$ cat src/rtl/microwave_pkg.sv
// Shared definitions for the microwave countdown front end: key codes,
// controller state encodings and the M:SS entry record.
package microwave_pkg;

   localparam logic [3:0] KEY_CLEAR    = 4'd10;
   localparam logic [3:0] KEY_START    = 4'd11;
   localparam logic [3:0] SEC_TENS_MAX = 4'd5;

   localparam logic [2:0] S_IDLE  = 3'd0;
   localparam logic [2:0] S_ENTRY = 3'd1;
   localparam logic [2:0] S_LOAD  = 3'd2;
   localparam logic [2:0] S_RUN   = 3'd3;
   localparam logic [2:0] S_DONE  = 3'd4;

   typedef struct packed {
      logic [3:0] min_ones;
      logic [3:0] sec_tens;
      logic [3:0] sec_ones;
   } entry_t;

   function automatic logic is_digit(input logic [3:0] code);
      return code <= 4'd9;
   endfunction

endpackage

$ cat src/rtl/entry_shifter.sv
// Three-digit M:SS entry register: keys shift in from the right, the oldest
// minutes digit falls off. Flags a blank entry and an out-of-range seconds tens.
module entry_shifter
   import microwave_pkg::*;
(
   input  logic         clk,
   input  logic         clrn,
   input  logic         clr,
   input  logic         shift,
   input  logic [3:0]   din,
   output entry_t       digits,
   output logic         all_zero,
   output logic         range_ok
);

   always_ff @(posedge clk or negedge clrn) begin
      if (!clrn) begin
         digits <= '0;
      end else if (clr) begin
         digits <= '0;
      end else if (shift) begin
         digits.min_ones <= digits.sec_tens;
         digits.sec_tens <= digits.sec_ones;
         digits.sec_ones <= din;
      end
   end

   assign all_zero = (digits == '0);
   assign range_ok = (digits.sec_tens <= SEC_TENS_MAX);

endmodule

$ cat src/rtl/timer_loader.sv
// Keypad-driven loader for the M:SS down-counter chain: collects and checks
// the entry, pulses loadn for one cycle, then gates en with the 1 Hz tick.
module timer_loader
   import microwave_pkg::*;
(
   input  logic         clk,
   input  logic         clrn,
   input  logic         tick,
   input  logic         key_valid,
   input  logic [3:0]   key_code,
   input  logic         timer_zero,
   output logic [3:0]   min_ones,
   output logic [3:0]   sec_tens,
   output logic [3:0]   sec_ones,
   output logic         loadn,
   output logic         en,
   output logic         busy,
   output logic         done,
   output logic         err
);

   logic [2:0] state, state_nxt;
   logic       key_digit, key_clear, key_start, key_any;
   logic       dig_clr, dig_shift, reject;
   logic       all_zero, range_ok;
   entry_t     digits;

   assign key_digit = key_valid & is_digit(key_code);
   assign key_clear = key_valid & (key_code == KEY_CLEAR);
   assign key_start = key_valid & (key_code == KEY_START);
   assign key_any   = key_digit | key_clear | key_start;

   entry_shifter u_entry (
      .clk      (clk),
      .clrn     (clrn),
      .clr      (dig_clr),
      .shift    (dig_shift),
      .din      (key_code),
      .digits   (digits),
      .all_zero (all_zero),
      .range_ok (range_ok)
   );

   always_comb begin
      state_nxt = state;
      dig_clr   = 1'b0;
      dig_shift = 1'b0;
      reject    = 1'b0;
      case (state)
         S_IDLE, S_ENTRY: begin
            if (key_clear) begin
               dig_clr   = 1'b1;
               state_nxt = S_IDLE;
            end else if (key_digit) begin
               dig_shift = 1'b1;
               state_nxt = S_ENTRY;
            end else if (key_start && state == S_ENTRY) begin
               if (!range_ok)
                  reject = 1'b1;
               else if (!all_zero)
                  state_nxt = S_LOAD;
            end
         end
         S_LOAD: begin
            if (key_clear) begin
               dig_clr   = 1'b1;
               state_nxt = S_IDLE;
            end else begin
               state_nxt = S_RUN;
            end
         end
         S_RUN: begin
            if (key_clear) begin
               dig_clr   = 1'b1;
               state_nxt = S_IDLE;
            end else if (timer_zero) begin
               state_nxt = S_DONE;
            end
         end
         S_DONE: begin
            // any real key acknowledges completion and is not shifted in
            if (key_any) begin
               dig_clr   = 1'b1;
               state_nxt = S_IDLE;
            end
         end
         default: begin
            dig_clr   = 1'b1;
            state_nxt = S_IDLE;
         end
      endcase
   end

   always_ff @(posedge clk or negedge clrn) begin
      if (!clrn) begin
         state <= S_IDLE;
         loadn <= 1'b1;
         busy  <= 1'b0;
         done  <= 1'b0;
         err   <= 1'b0;
      end else begin
         state <= state_nxt;
         loadn <= (state_nxt != S_LOAD);
         busy  <= (state_nxt == S_LOAD) || (state_nxt == S_RUN);
         done  <= (state_nxt == S_DONE);
         err   <= reject;
      end
   end

   // Counters only capture load data while enabled, so LOAD asserts en too.
   assign en = ~key_clear &
               ((state == S_LOAD) | ((state == S_RUN) & tick & ~timer_zero));

   assign min_ones = digits.min_ones;
   assign sec_tens = digits.sec_tens;
   assign sec_ones = digits.sec_ones;

endmodule
$ cat config.mk
export PLATFORM = sky130hd
export DESIGN_NAME = timer_loader
export DESIGN_NICKNAME = d
export VERILOG_FILES = /design/src/rtl/microwave_pkg.sv /design/src/rtl/entry_shifter.sv /design/src/rtl/timer_loader.sv
export SDC_FILE = /design/constraint.sdc
export NUM_CORES = 1
export LEC_CHECK = 0
export ABC_AREA = 1
export CAP_MARGIN = 20
export CORE_MARGIN = 2
export CORE_UTILIZATION = 41
export DETAILED_ROUTE_END_ITERATION = 8
export GPL_ROUTABILITY_DRIVEN = 0
export HOLD_SLACK_MARGIN = 0.03
export PLACE_DENSITY = 0.75
export SYNTH_ARGS = -nofsm -noshare
export SYNTH_HDL_FRONTEND = slang
export SYNTH_HIERARCHICAL = 1
export SYNTH_SLANG_ARGS = --single-unit
$ cat constraint.sdc
create_clock -name clk -period 1.35 [get_ports clk]
set_input_delay 0.405 -clock clk [delete_from_list [all_inputs] [get_ports clk]]
set_output_delay 0.405 -clock clk [all_outputs]
set_load 0.01 [all_outputs]
==> flow_metrics.env <==
export IMPL_status="finished with violations"
export IMPL_rr_endpoint="u_entry/digits[5]"
export IMPL_ys_seq_area_share_pct=52.77
export IMPL_criticalPathCategory="flop to flop"
export IMPL_path_clk_slew_ns=0.11
export IMPL_wire_per_inst_um=15.96
export IMPL_min_period_over_period_pct=117.6
export IMPL_final_max_slew_viol_count=0
export IMPL_p_per_area_nw_per_um2=1317
export IMPL_critical_path_required_ns=1.58
export IMPL_num_nets_final=189
export IMPL_cp_common_cell="nor2_4"
export IMPL_num_vias=1099
export IMPL_yosys_warnings=6
export IMPL_cts_tree="yes"
export IMPL_fin_crit_ns=1.588
export IMPL_clock_sinks=19
export IMPL_initial_utilization_pct=44.68
export IMPL_grt_setup_unrepaired="yes"
export IMPL_fp_dieW_um=50.94
export IMPL_fill_cells=113
export IMPL_relSlewSlack_pct=84.11
export IMPL_antenna_found_initial=0
export IMPL_cp_end_kind="flop"
export IMPL_synthesis_nets=115
export IMPL_grt_max_degree=20
export IMPL_clockBufferDepth=2
export IMPL_syn_area_um2=903.4
export IMPL_clock_fmax_ghz=0.6298
export IMPL_crit_slowest_cell="dfrtp_1"
export IMPL_hold_path_class="input port to asynchronous set/reset pin"
export IMPL_drv_cap=0
export IMPL_design_area_um2=1632
export IMPL_first_global_vias=1015
export IMPL_track_usage_pct=25.44
export IMPL_crit_arrival_ns=1.82
export IMPL_ir_drop_uv=1053
export IMPL_worst_slack_ns=-0.2379
export IMPL_drive_above_1_share_pct=59.78
export IMPL_synth_area_leaders="dfrtp_1 (50%), inv_1 (8.7%), nand2_1 (7.1%), o22ai_1 (5.5%), nor2_1 (5.0%)"
export IMPL_violations="setup timing"
export IMPL_postCtsHoldBufs=0
export IMPL_grt_pass1_wl_mm=4.761
export IMPL_multi_input_area_um2=465.4
export IMPL_antenna_left=0
export IMPL_seqCellArea_um2=476.7
export IMPL_numPortBuffers=25
export IMPL_setup_viol=18
export IMPL_cts_root_buffer="clkbuf_4"
export IMPL_final_cell_mix="buf_4 (39), dfrtp_1 (18), inv_1 (13)"
export IMPL_rows=16
export IMPL_drt_iter0_markers=46
export IMPL_syn_to_final_growth_pct=80.61
export IMPL_die_area_um2=2595
export IMPL_worst_slew_pin_slew_ns=0.2374
export IMPL_synth_top_cell_by_area="dfrtp_1"
export IMPL_power_w=0.002149
export IMPL_grt_ovfl_total=0
export IMPL_routed_via_density=5.335
export IMPL_synthDistinctLibCells=21
export IMPL_place_area_um2=1359
export IMPL_reg2reg_depth=7
export IMPL_clock_latency_ns=0.30
export IMPL_cp_start_kind="flop"
export IMPL_pin_count=26
export IMPL_r2r_start="state[1]"
export IMPL_wl_mm=3.287
export IMPL_h_tree_depth=1
export IMPL_cts_buffers_inserted=3
export IMPL_yosysTopAreaCellShare_pct=49.86
export IMPL_postSynthAreaPerCell_um2=8.522
export IMPL_holdWs_ns=0.4194
export IMPL_drc=0
export IMPL_finalHoldViolCount=0
export IMPL_slowest_delay_ns=0.41
export IMPL_regToRegSetupSlack_ns=-0.24
export IMPL_final_common_cell="buf_4"
export IMPL_ys_ff_latch=19
export IMPL_finish_utilization_pct=80.69
export IMPL_coreArea_um2=2022
export IMPL_synth_cells=106
export IMPL_tns_ns=-2.957
export IMPL_dr_pass1_iters=4
export IMPL_p_leak_nw=0.8408
export IMPL_die_y_um=50.94
export IMPL_skew_ns=0.006564
export IMPL_post_dp_hpwl_mm=1.590
export IMPL_diodes=0
export IMPL_path_cells="buf_4 > nor3_4 > nand2_2 > nor2_4 > nor2_4 > or2_4 > o22ai_1"
export IMPL_critPathMaxFanout=6
==> sequential cells by signal, summed over array words and instances, names as in the netlist <==
name,count
done,1
u_entry/digits,12
loadn,1
busy,1
state,3
err,1
==> power breakdown <==
group | leakage (nW) | internal [W] | switching, W
Clock | 0.0177 | 0.000111 | 0.000186
Sequential | 0.245 | 0.000695 | 0.0000830
Combinational | 0.578 | 0.000504 | 0.000570
==> cells by family (layout without fill, tap and decap cells) <==
logic type | Yosys count | count (layout) | share of synthesized area (%)
and+or+nand+nor | 45 | 46 | 24.10
buffers and inverters | 23 | 95 | 10.39
AOI/OAI and AO/OA | 19 | 19 | 12.74
DFF | 19 | 19 | 52.77
==> final cells by class <==
type,count,share of cell area [%]
clock inverters,1,0.3067
clock buffers,3,1.380
inverters,22,5.521
repair buffers,69,32.98
multi-input cells,65,28.53
well taps,27,2.071
flip-flops and latches,19,29.22
==> synth_stat cells <==
| master | n |
|---|---|
| inv_1 | 21 |
| dfrtp_1 | 18 |
| nand2_1 | 17 |
| nor2_1 | 12 |
| o22ai_1 | 8 |
| nand3_1 | 6 |
| o21ai_0 | 5 |
| a21oi_1 | 3 |
| nand2_2 | 2 |
| nand4_1 | 2 |
| o21ai_2 | 2 |
| a211oi_1 | 1 |
| buf_6 | 1 |
| dfstp_2 | 1 |
| inv_2 | 1 |
| nor2_2 | 1 |
| nor3_1 | 1 |
| nor3_2 | 1 |
| nor3_4 | 1 |
| nor3b_1 | 1 |
| or2_4 | 1 |
==> how the worst max path moves through the flow <==
stage	from	end	slack, ns	cells past startpoint
global route	state[1]	u_entry/digits[5]	-0.30	7
finish	state[1]	u_entry/digits[5]	-0.24	7
detailed placement	key_code[2]	en	-0.86	6
global placement	key_code[2]	en	-0.85	6
floorplan	state[2]	u_entry/digits[10]	-0.01	8
CTS	state[2]	en	-0.21	4
==> critical path: cells and delay by family, from the launching register on <==
kind                   cells  cell delay, ns
AO/OA/AOI/OAI              1            0.14
flip-flops                 1            0.41
buffers and inverters      1            0.16
AND/OR/NAND/NOR            5            0.80
==> metal layers <==
metal	vias up	share of wire, %	GRT usage [%]	routed length (um)
met1	517	39	29.92	1288
li1	491	-	-	-
met3	16	6.6	4.971	216
met4	0	5.2	13.51	171
met2	75	49	43.51	1611
met5	-	0	0	0
==> metrics by stage <==
step           setup WS [ns]  std cells
2_1_floorplan       -0.01303        106
3_3_place_gp         -0.8482        178
5_1_grt              -0.2980        206
4_1_cts              -0.2150        202
6_report             -0.2379        206
3_5_place_dp         -0.8600        178
==> what timing repair did <==
item / 4_1_cts / 5_1_grt
gates cloned: 1 / 0
resized for setup: 76 / 35
buffers inserted: 19 / 4
setup endpoints to repair: 35 / 33
pin swaps: 11 / 7
(Power assumes the default switching activity.)
